--- src/rtl/traffic_light_monitor.sv ---
// rtl/traffic_light_monitor.sv - passive safety, order and timing checker for a 4-way light controller
module traffic_light_monitor #(
    parameter int GREEN_CYCLES  = 16,
    parameter int YELLOW_CYCLES = 4,
    parameter int LAP_W         = 8
) (
    input  logic             clk,
    input  logic             rst,
    input  logic [2:0]       north_light,
    input  logic [2:0]       west_light,
    input  logic [2:0]       south_light,
    input  logic [2:0]       east_light,
    output logic [1:0]       active_dir,
    output logic             active_yellow,
    output logic             lap_done,
    output logic [LAP_W-1:0] lap_count,
    output logic             fault,
    output logic [2:0]       fault_code
);
    localparam int MAX_CYCLES = (GREEN_CYCLES > YELLOW_CYCLES) ? GREEN_CYCLES : YELLOW_CYCLES;
    // One spare bit so the run counter can reach the full duration without wrapping.
    localparam int RUN_W = $clog2(MAX_CYCLES) + 1;
    localparam logic [RUN_W-1:0] GREEN_RUN  = RUN_W'(GREEN_CYCLES);
    localparam logic [RUN_W-1:0] YELLOW_RUN = RUN_W'(YELLOW_CYCLES);
    localparam logic [RUN_W-1:0] RUN_ONE    = RUN_W'(1);

    localparam logic [2:0] LIGHT_GREEN  = 3'b001;
    localparam logic [2:0] LIGHT_YELLOW = 3'b010;
    localparam logic [2:0] LIGHT_RED    = 3'b100;

    localparam logic [2:0] CODE_NONE     = 3'd0;
    localparam logic [2:0] CODE_ILLEGAL  = 3'd1;
    localparam logic [2:0] CODE_CONFLICT = 3'd2;
    localparam logic [2:0] CODE_ALL_RED  = 3'd3;
    localparam logic [2:0] CODE_ORDER    = 3'd4;
    localparam logic [2:0] CODE_SHORT    = 3'd5;
    localparam logic [2:0] CODE_LONG     = 3'd6;

    typedef enum logic [1:0] {SYNC, TRACK, FAULT} state_t;

    state_t           state, state_n;
    logic [2:0]       phase, phase_n;
    logic [RUN_W-1:0] run, run_n;
    logic             partial, partial_n;
    logic [1:0]       dir_n;
    logic             yellow_n;
    logic             lap_done_n;
    logic [LAP_W-1:0] lap_count_n;
    logic             fault_n;
    logic [2:0]       fault_code_n;

    // Index 0 is north so the loop index is the direction code directly.
    logic [3:0][2:0]  buses;
    logic             bus_illegal;
    logic [2:0]       non_red;
    logic [1:0]       sample_dir;
    logic             sample_yellow;
    logic [2:0]       decode_code;
    logic [2:0]       check_code;
    logic [2:0]       sample_phase;
    logic [2:0]       successor;
    logic [RUN_W-1:0] duration;

    assign buses        = {east_light, south_light, west_light, north_light};
    assign sample_phase = {sample_dir, sample_yellow};
    assign successor    = phase + 3'd1;
    assign duration     = phase[0] ? YELLOW_RUN : GREEN_RUN;

    // Decode one sample into its phase and the bus-level violation it carries, if any.
    always_comb begin
        bus_illegal   = 1'b0;
        non_red       = 3'd0;
        sample_dir    = 2'd0;
        sample_yellow = 1'b0;
        for (int i = 0; i < 4; i++) begin
            if (buses[i] != LIGHT_GREEN && buses[i] != LIGHT_YELLOW && buses[i] != LIGHT_RED)
                bus_illegal = 1'b1;
            if (buses[i] != LIGHT_RED) begin
                non_red       = non_red + 3'd1;
                sample_dir    = 2'(i);
                sample_yellow = (buses[i] == LIGHT_YELLOW);
            end
        end
        if (bus_illegal)
            decode_code = CODE_ILLEGAL;
        else if (non_red >= 3'd2)
            decode_code = CODE_CONFLICT;
        else if (non_red == 3'd0)
            decode_code = CODE_ALL_RED;
        else
            decode_code = CODE_NONE;
    end

    // Add the sequence checks, which only have meaning once a phase is being tracked.
    always_comb begin
        check_code = decode_code;
        if (decode_code == CODE_NONE && state == TRACK) begin
            if (sample_phase == phase) begin
                if (run >= duration)
                    check_code = CODE_LONG;
            end else if (sample_phase != successor) begin
                check_code = CODE_ORDER;
            end else if (!partial && run < duration) begin
                check_code = CODE_SHORT;
            end
        end
    end

    // Next-state and next-output logic; FAULT holds everything except the lap pulse.
    always_comb begin
        state_n      = state;
        phase_n      = phase;
        run_n        = run;
        partial_n    = partial;
        dir_n        = active_dir;
        yellow_n     = active_yellow;
        lap_done_n   = 1'b0;
        lap_count_n  = lap_count;
        fault_n      = fault;
        fault_code_n = fault_code;
        case (state)
            SYNC, TRACK: begin
                if (check_code != CODE_NONE) begin
                    state_n      = FAULT;
                    fault_n      = 1'b1;
                    fault_code_n = check_code;
                end else if (state == TRACK && sample_phase == phase) begin
                    run_n = run + RUN_ONE;
                end else begin
                    state_n   = TRACK;
                    phase_n   = sample_phase;
                    run_n     = RUN_ONE;
                    partial_n = (state == SYNC);
                    dir_n     = sample_dir;
                    yellow_n  = sample_yellow;
                    if (state == TRACK && phase == 3'd7) begin
                        lap_done_n  = 1'b1;
                        lap_count_n = lap_count + LAP_W'(1);
                    end
                end
            end
            FAULT: begin
            end
            default: state_n = SYNC;
        endcase
    end

    // State and output registers, cleared immediately by rst.
    always_ff @(posedge clk or posedge rst) begin
        if (rst) begin
            state         <= SYNC;
            phase         <= 3'd0;
            run           <= '0;
            partial       <= 1'b0;
            active_dir    <= 2'd0;
            active_yellow <= 1'b0;
            lap_done      <= 1'b0;
            lap_count     <= '0;
            fault         <= 1'b0;
            fault_code    <= CODE_NONE;
        end else begin
            state         <= state_n;
            phase         <= phase_n;
            run           <= run_n;
            partial       <= partial_n;
            active_dir    <= dir_n;
            active_yellow <= yellow_n;
            lap_done      <= lap_done_n;
            lap_count     <= lap_count_n;
            fault         <= fault_n;
            fault_code    <= fault_code_n;
        end
    end
endmodule
--- config.mk ---
export PLATFORM = sky130hd
export DESIGN_NAME = traffic_light_monitor
export DESIGN_NICKNAME = d
export VERILOG_FILES = /design/src/rtl/traffic_light_monitor.sv
export SDC_FILE = /design/constraint.sdc
export NUM_CORES = 1
export LEC_CHECK = 0
export ABC_CLOCK_PERIOD_IN_PS = 4400
export BUFFER_PORTS_ARGS = -buffer_cell sky130_fd_sc_hd__buf_4
export CAP_MARGIN = 20
export CORE_AREA = 2 2 78 80
export DETAILED_ROUTE_END_ITERATION = 6
export DIE_AREA = 0 0 80 82
export HOLD_SLACK_MARGIN = 0.12
export SLEW_MARGIN = 25
export SYNTH_ARGS = -nofsm -noshare
export SYNTH_HDL_FRONTEND = slang
export SYNTH_SLANG_ARGS = --single-unit
export TNS_END_PERCENT = 10
--- constraint.sdc ---
create_clock -name clk -period 4.4 [get_ports clk]
set_input_delay 0.22 -clock clk [delete_from_list [all_inputs] [get_ports clk]]
set_output_delay 0.22 -clock clk [all_outputs]
set_load 0.02 [all_outputs]
==> results.cfg, run 1 <==
[worst_setup_path]
cp_top_family = compound AO/OA/AOI/OAI gates
worstPathRequired_ns = 4.55
critPathKind = in -> reg
cp_num_buf_inv = 3
cpMaxStageDelayCell = a311oi_4
cp-startpoint = west_light[1]
cpPeakStageDelay_ns = 0.50
reg2reg_depth = 8
cp_num_cells = 14
cp-start-kind = input pin
path_max_fanout = 10
r2r-start = phase[0]
cp-end-kind = flop
cp_cell_sequence = buf_4 -> or3b_1 -> inv_2 -> ha_1 -> xnor2_1 -> ha_1 -> xnor2_1 -> a21o_1 -> a32o_1 -> nand2_1 -> a311oi_4 -> buf_4 -> nor4_4 -> mux2_1
critical_path_arrival_ns = 3.48

[final_layout]
syn2layout_area_growth_pct = 19.14
utilization_pct = 39.98
multi_input_area_mm2 = 0.001251
layout.nets = 243
register_area_um2 = 600.6
design_area_mm2 = 0.002297
diodes = 0
drive_above_1_share_pct = 28.44
fill_cells = 576

[floorplan]
rows = 28
dieArea_mm2 = 0.006560
fp.dieH_um = 82
ios = 30
floorplan.initialDensity_pct = 33.56
die_x_um = 80
core-area_mm2 = 0.005746

[clock_network]
cts.sinks = 24
clock_tree.buffer_depth = 2
numCtsBuffers = 3
clk_latency_ns = 0.26
htree_levels = 1
cts_root_buf = clkbuf_8
cts_tree = done
clk_pin_slew_ns = 0.09
cts_setup_buffers = 0

[placement]
finalWeightedCongestion = 0.8175
io_buffers = 29
dp_hpwl_um = 3273
dp_slack_ns = 0.7608
post_dp_cell_area_mm2 = 0.002216

[power_and_ir_drop]
netSwitchingPower_w = 0.0001049
leakage_nw = 1.013
p_seq_share_pct = 46.5
powerDensity_mw_per_mm2 = 206.5
clockPowerShare_pct = 40.5
ir_drop_uv = 133.3
pwr-share-comb_pct = 13.0
power.internal_w = 0.0003695
sw_frac_of_total_pct = 22.12

[job]
drv_cap = 0

[logic_synthesis]
syn_nets = 210
ys.flop_type = dfrtp_1
synth_area_leaders = dfrtp_1, ha_1, xor2_1
yosys_warnings = 0
ys_ff_latch = 24
ys_seq_area_share_pct = 31.15
synth_area_per_cell_um2 = 10.37
async_flop_share_pct = 100.0
yosysTopAreaCellShare_pct = 31.15
synthCells = 186
synth_edf_count = 0
ys_types = 64
synth_top_cell_by_area = dfrtp_1
synth_area_mm2 = 0.001928

[detailed_routing]
vias = 1560
firstDrtPassIters = 4
viasPerCell = 5.324
wl_per_cell_um = 14.19
drtIter0Drc = 80
routed_wirelength_um = 4157
ant_nets = 0
route.detailed.drc = 0

[sta]
finalSetupTns_ns = 0
fin_crit_ns = 3.330
hold_violations = 0
rsz0062_at_grt = false
fin_crit_sh_pct = 75.68
setup_viol = 0
fin_skew_ns = 0.003257
timing.hold.ws_ns = 0.4228
worstMarginPinSlew_ns = 0.8686
slew_headroom_pct = 41.74
fin_ws_ns = 1.070
fmax_ghz = 0.3003
maxSlewViolCount = 0

[global_routing]
grt_usage_pct = 13.35
grt_overflow = 0
grt_max_degree = 25
grt_antenna_before_repair = 0
grt_pass1_wl_um = 6989
grt_pass1_vias = 1484

[min_path]
whs_path_depth = 4
hp-start = east_light[0]
min_path_type = in -> reg

[run_status]
status = completed
[repair_timing]
| item | CTS | global route |
|---|---|---|
| endpoints found under the hold margin | 0 | 24 |
| gates resized for setup | 0 | 0 |
| hold buffers | 0 | 1 |
| setup endpoints to repair | 0 | 0 |
[layout by cell type, fill, tap and decap left out, types with 3 or more instances in the layout]
master / count
nand3_1: 9
mux2i_1: 4
nand2b_1: 6
xor2_1: 9
nor3_1: 3
nand4_1: 4
a31oi_1: 3
nor4_2: 5
nor2_1: 5
nor4b_2: 3
a21oi_1: 4
a21o_1: 4
dfrtp_1: 24
nand2_1: 11
inv_1: 8
ha_1: 10
buf_4: 31
clkbuf_8: 3
nor3b_1: 5
o21ai_0: 3
xnor2_1: 3
[Yosys cell counts, types with 3 or more instances]
cell,count
a21o_1,4
buf_6,3
a21oi_1,4
a31oi_1,3
nor4_2,5
xnor2_1,3
xor2_1,9
dfrtp_1,24
inv_1,9
nor2_1,5
nand2_1,11
nand4_1,4
mux2i_1,4
nand2b_1,6
ha_1,10
o21ai_0,3
nor3_1,3
nor3b_1,5
nand3_1,9
nor4b_2,3
[logic make-up (layout without fill, tap and decap cells)]
group	count (synthesis)	in the layout	synth area share, %
xor gates and xnor gates	12	12	5.451
muxes	8	8	4.607
AOI/OAI and AO/OA	44	44	19.79
and+or+nand+nor	74	74	28.55
adders and majority gates	10	10	6.489
DFF	24	24	31.15
buffers and inverters	14	46	3.958
[stage by stage]
stage               instances  total power (W)
global placement          288        0.0002851
floorplan                 186        0.0002644
CTS                       292        0.0004815
detailed placement        288        0.0002860
global route              293        0.0004965
finish                    293        0.0004744
[area by class of cell]
type                       count  area share [%]
sequential                    24           26.14
inverter                      10           1.634
multi-input combinational    148           54.47
clock inverter                 1           1.307
clock buffer                   3           1.797
tap                           75           4.085
timing repair buffer          32           10.57
[power by group through the flow]
stage | Sequential [W] | Clock (W) | Combinational, W
finish | 0.000220 | 0.000192 | 0.0000617
global route | 0.000221 | 0.000208 | 0.0000679
CTS | 0.000220 | 0.000200 | 0.0000614
detailed placement | 0.000225 | 0 | 0.0000611
global placement | 0.000225 | 0 | 0.0000602
floorplan | 0.000225 | 0 | 0.0000395
[path summary, 6_finish.rpt]
path / end / slack, ns
hold reg to reg: lap_count[7] / 0.47
hold / removal: active_dir[1] / 0.42
max in group asynchronous: run[4] / 3.41
setup reg to reg: phase[0] / 1.57
min in group asynchronous: lap_count[4] / 0.58
setup / recovery: phase[0] / 1.07
[layer usage]
metal  part of all wire [%]  GRT usage, %
met1                     49         17.99
met2                     46         23.00
met3                    3.8         2.527
met4                   0.51         1.525
met5                      0             0
[worst reg2reg max path: cells and delay by family, from the launching register on]
family / cells / cell delay (ns)
and+or+nand+nor: 2 / 0.42
DFF: 1 / 0.49
AOI/OAI and AO/OA: 2 / 0.65
adders and majority gates: 2 / 0.51
buffers and inverters: 1 / 0.29
muxes: 1 / 0.34
[state kept, by name, indices dropped and copies added, names as in the netlist]
name and count:
fault 1, active_dir 2, fault_code 3, run 5, phase 1, lap_count 8
partial 1, lap_done 1, state 2
Note: power is estimated with default switching activity, not from simulation.
==> run 2: changes to the inputs <==
- ABC_CLOCK_PERIOD_IN_PS: 4400 -> 2990
- clock period: 4.4 -> 2.99 ns (I/O delays scaled with it)
==> run 2 against run 1 <==
First-iteration DRC count fell by 48%. Clock skew rose by 0.0034 ns. Setup slack worse by 0.89 ns. Critical endpoint is now lap_count[5].
==> results.cfg, run 2 (synthesis results as in run 1) <==
[clock_network]
numCtsBuffers = 3
clk_latency_ns = 0.27
cts_tree = done
cts.sinks = 24
clock_tree.buffer_depth = 2
cts_setup_buffers = 0
cts_root_buf = clkbuf_8
clk_pin_slew_ns = 0.09
htree_levels = 1

[placement]
finalWeightedCongestion = 0.7544
io_buffers = 29
dp_hpwl_um = 3534
post_dp_cell_area_mm2 = 0.002484
dp_slack_ns = -0.1337

[worst_setup_path]
cpMaxStageDelayCell = or3b_4
r2r-start = phase[0]
worstPathRequired_ns = 3.19
reg2reg_depth = 8
cp_num_buf_inv = 3
cp_num_cells = 14
cp-start-kind = input pin
endpoint = lap_count[5]
critical_path_arrival_ns = 3.00
cp-startpoint = west_light[1]
path_max_fanout = 5
critPathKind = in -> reg
cp-end-kind = flop
cp_top_family = compound AO/OA/AOI/OAI gates
reg2reg_slack_ns = 0.37
cpMostUsedCell = buf_4
cpPeakStageDelay_ns = 0.42
cp_cell_sequence = buf_4 -> or3b_4 -> inv_2 -> ha_4 -> xnor2_2 -> ha_2 -> xnor2_1 -> a21o_1 -> a32o_1 -> o2111a_1 -> a211o_1 -> buf_4 -> nor4_2 -> xor2_1
rr_endpoint = lap_count[1]

[sta]
fin_crit_sh_pct = 93.95
setup_viol = 0
fin_crit_ns = 2.809
fin_ws_ns = 0.1810
fin_skew_ns = 0.006678
finalSetupTns_ns = 0
hold_violations = 0
slew_headroom_pct = 43.05
fmax_ghz = 0.3560
worstMarginPinSlew_ns = 0.8491
rsz0062_at_grt = true
maxSlewViolCount = 0

[detailed_routing]
vias = 1657
drtIter0Drc = 42
wl_per_cell_um = 13.60
route.detailed.drc = 0
ant_nets = 0
firstDrtPassIters = 4
routed_wirelength_um = 4394
viasPerCell = 5.130

[final_layout]
diodes = 0
largest_registers = lap_count (8), run (5), fault_code (3)
design_area_mm2 = 0.002590
multi_input_area_mm2 = 0.001306
mostFrequentLayoutCell = buf_4
register_area_um2 = 600.6
regMostFlops = lap_count
largest_reg_flops = 8
layout.nets = 273
drive_above_1_share_pct = 39.52
fill_cells = 566
syn2layout_area_growth_pct = 34.33
layout_common_cells = buf_4, dfrtp_1, nand2_1

[floorplan]
rows = 28
core-area_mm2 = 0.005746
die_x_um = 80
floorplan.initialDensity_pct = 33.56
fp.dieH_um = 82
ios = 30
dieArea_mm2 = 0.006560

[global_routing]
grt_pass1_wl_um = 7479
grt_max_degree = 25
grt_pass1_vias = 1621
grt_antenna_before_repair = 0
grt_usage_pct = 14.14
grt_overflow = 0

[job]
drv_cap = 0

[run_status]
status = completed

[power_and_ir_drop]
ir_drop_uv = 279.7
powerDensity_mw_per_mm2 = 279.3
leakage_nw = 1.173

[min_path]
min_path_type = in -> reg
[run 2: changes by cell type in the layout (fill, tap and decap cells not counted), moves of 2 or more]
| cell | previous run | this run |
|---|---|---|
| buf_4 | 31 | 60 |
| ha_1 | 10 | 8 |
| nor4_2 | 5 | 3 |
| nor4_4 | 2 | 4 |
[run 2: worst register-to-register path, cell delays in order (launching register included)]
cell,delay [ns]
dfrtp_1,0.48
ha_1,0.23
ha_1,0.29
a21boi_1,0.14
or2_2,0.33
a311oi_4,0.41
buf_4,0.26
nor3_4,0.07
mux2_4,0.31
[run 2: area by class of cell]
class / count / area share (%)
Inverter: 10 / 1.449
Clock inverter: 1 / 1.159
Timing Repair Buffer: 62 / 18.55
Tap cell: 75 / 3.623
Clock buffer: 3 / 1.594
Sequential cell: 24 / 23.19
Multi-Input combinational cell: 148 / 50.43
[run 2: repair_timing]
action | CTS | global route
endpoints found under the setup margin | 0 | 8
hold buffers | 0 | 1
gates resized for setup | 0 | 3
hold endpoints to repair | 0 | 24
[run 2: stage by stage]
stage | hold slack [ns] | total power, W | utilization (%) | std cells
final | 0.4421 | 0.0007235 | 45.08 | 323
after global routing | 0.5131 | 0.0007589 | 45.08 | 323
after CTS | 0.1215 | 0.0007311 | 44.47 | 322
after detailed placement | 0.4140 | 0.0004465 | 43.23 | 318
after global placement | 0.3992 | 0.0004436 | 43.23 | 318
after floorplan | 0.1641 | 0.0003936 | - | 186
[run 2: metal layers]
layer	GRT usage [%]	vias to the layer above	routed length, um
met1	19.23	785	2142
met4	1.525	0	7
met2	24.42	25	2125
met3	2.308	2	120
met5	0	-	0
li1	-	845	-
[run 2: worst min path at each step]
stage | depth (start not counted) | startpoint | slack [ns] | end
global route | 5 | east_light[1] | 0.51 | active_dir[1]
CTS | 2 | rst | 0.12 | run[0]
finish | 4 | east_light[1] | 0.44 | active_dir[0]
global placement | 2 | rst | 0.40 | run[2]
floorplan | 1 | rst | 0.16 | active_dir[0]
detailed placement | 2 | rst | 0.41 | run[1]
[run 2: power breakdown]
group / total, W / switching, W / leakage (nW) / internal [W]
registers: 0.000324 / 0.0000000621 / 0.304 / 0.000324
clock network: 0.000282 / 0.000103 / 0.0357 / 0.000179
logic: 0.000117 / 0.0000561 / 0.833 / 0.0000605
==> run 3: changes to the inputs <==
- CORE_AREA: 2 2 78 80 -> 2 2 56 110
- DIE_AREA: 0 0 80 82 -> 0 0 58 112
- SKIP_CTS_REPAIR_TIMING: not set -> 1
==> run 3 against run 2 <==
Count of clock-buffer cells in the layout did not move. Design area is 2.9% lower. Via count increased by 2.3%. Total power rose by 14%. Combinational power decreased by 4%. First-iteration DRC count decreased by 7.1%. Fmax decreased by 1.7%. Setup slack got worse by 0.050 ns. Global-route usage rose by 1.6 points. Largest cell class unchanged. Largest power group is now clock.
==> results.cfg, run 3 (synthesis results as in run 1) <==
[final_layout]
largest_registers = lap_count (8), run (5), fault_code (3)
mostFrequentLayoutCell = buf_4
layout_common_cells = buf_4, dfrtp_1, nand2_1
utilization_pct = 44.45
syn2layout_area_growth_pct = 30.50
fin_cells = 301
drive_above_1_share_pct = 37.92
layout.nets = 265
largest_reg_flops = 8
diodes = 0
regMostFlops = lap_count

[floorplan]
fp.dieH_um = 112
dieArea_mm2 = 0.006496
core-area_mm2 = 0.005660
die_x_um = 58
ios = 30
floorplan.initialDensity_pct = 34.06
rows = 39

[placement]
finalWeightedCongestion = 0.7780
io_buffers = 29
dp_hpwl_um = 3952
placed_cells = 297

[clock_network]
htree_levels = 1
cts_root_buf = clkbuf_16
clock_tree.buffer_depth = 2
numCtsBuffers = 3
cts_tree = done
clk_pin_slew_ns = 0.07
cts.sinks = 24
clk_latency_ns = 0.26

[sta]
worstMarginPinSlew_ns = 0.9244
fmax_ghz = 0.3498
fin_crit_ns = 2.859
setup_viol = 0
fin_crit_sh_pct = 95.61
hold_violations = 0
fin_skew_ns = 0.003308
maxSlewViolCount = 0
finalSetupTns_ns = 0
timing.hold.ws_ns = 0.09273
slew_headroom_pct = 38.30
rsz0062_at_grt = false

[detailed_routing]
wl_met1_um = 1618
dr_wl_met2_um = 2959
wl_met3_um = 67
highest_layer = met4
route.detailed.drc = 0
routed_wirelength_um = 4759
ant_nets = 0
drtIter0Drc = 39
firstDrtPassIters = 4
vias = 1695
wl_per_cell_um = 15.81
viasPerCell = 5.631

[worst_setup_path]
r2r-start = phase[0]
reg2reg_slack_ns = 0.38
rr_endpoint = lap_count[1]
reg2reg_depth = 8
path_max_fanout = 4
cp-start-kind = input pin
worstPathRequired_ns = 3.13
cp-end-kind = flop
critical_path_arrival_ns = 3.00
critPathKind = in -> reg

[power_and_ir_drop]
netSwitchingPower_w = 0.0001784
powerDensity_mw_per_mm2 = 328.2
sw_frac_of_total_pct = 21.60
leakage_nw = 1.150
p_seq_share_pct = 39.3
pwr-share-comb_pct = 13.5
power.internal_w = 0.0006474
ir_drop_uv = 240.4
clockPowerShare_pct = 47.2
total_power_w = 0.0008258

[min_path]
min_path_type = in -> async

[global_routing]
grt_pass1_vias = 1736
grt_max_degree = 25
grt_overflow = 0
grt_antenna_before_repair = 0
grt_usage_pct = 15.79
grt_pass1_wl_um = 7893

[job]
drv_cap = 0

[run_status]
status = completed
-- run 3: routing by layer --
metal	vias up	track usage (%)
met5	-	0
met4	0	7.287
met1	836	14.33
met2	31	32.58
met3	8	0.9292
li1	820	-
-- run 3: through the flow --
step	cell area (um^2)	worst slack, ns
finish	2516	0.1314
global route	2516	0.004074
CTS	2506	0.1030
detailed placement	2401	-0.1619
global placement	2401	-0.1220
floorplan	1964	0.004073
-- run 3: worst max path at each step --
| stage | slack (ns) | to | startpoint | cells past startpoint |
|---|---|---|---|---|
| after floorplan | 0.004 | lap_count[1] | west_light[1] | 13 |
| after CTS | 0.10 | active_dir[1] | west_light[1] | 14 |
| final | 0.13 | active_dir[1] | west_light[1] | 13 |
| after global routing | 0.004 | lap_count[3] | west_light[1] | 14 |
| after detailed placement | -0.16 | active_dir[1] | west_light[1] | 14 |
| after global placement | -0.12 | phase[0] | west_light[1] | 14 |
-- run 3: layout make-up --
type | count | area [um^2]
multi-input combinational | 148 | 1291
timing repair buffer | 54 | 405.4
fill | 574 | 3144
clock buffer | 3 | 75.07
tap | 61 | 76.32
inverter | 10 | 37.54
clock inverter | 1 | 30.03
sequential | 24 | 600.6
-- run 3: critical path, stage by stage --
cell      delay [ns]
buf_4           0.11
or3b_4          0.40
inv_2           0.08
ha_4            0.20
xnor2_2         0.14
ha_2            0.21
xnor2_1         0.13
a21o_1          0.18
a32o_2          0.28
o2111a_1        0.16
a21o_1          0.23
nor4_4          0.36
mux2_1          0.36
-- run 3: power by group through the flow --
stage	Clock [W]	Combinational [W]	Sequential, W
floorplan	0	0.0000627	0.000331
global placement	0	0.000111	0.000331
detailed placement	0	0.000113	0.000331
CTS	0.000391	0.000113	0.000325
global route	0.000408	0.000124	0.000324
finish	0.000389	0.000112	0.000325
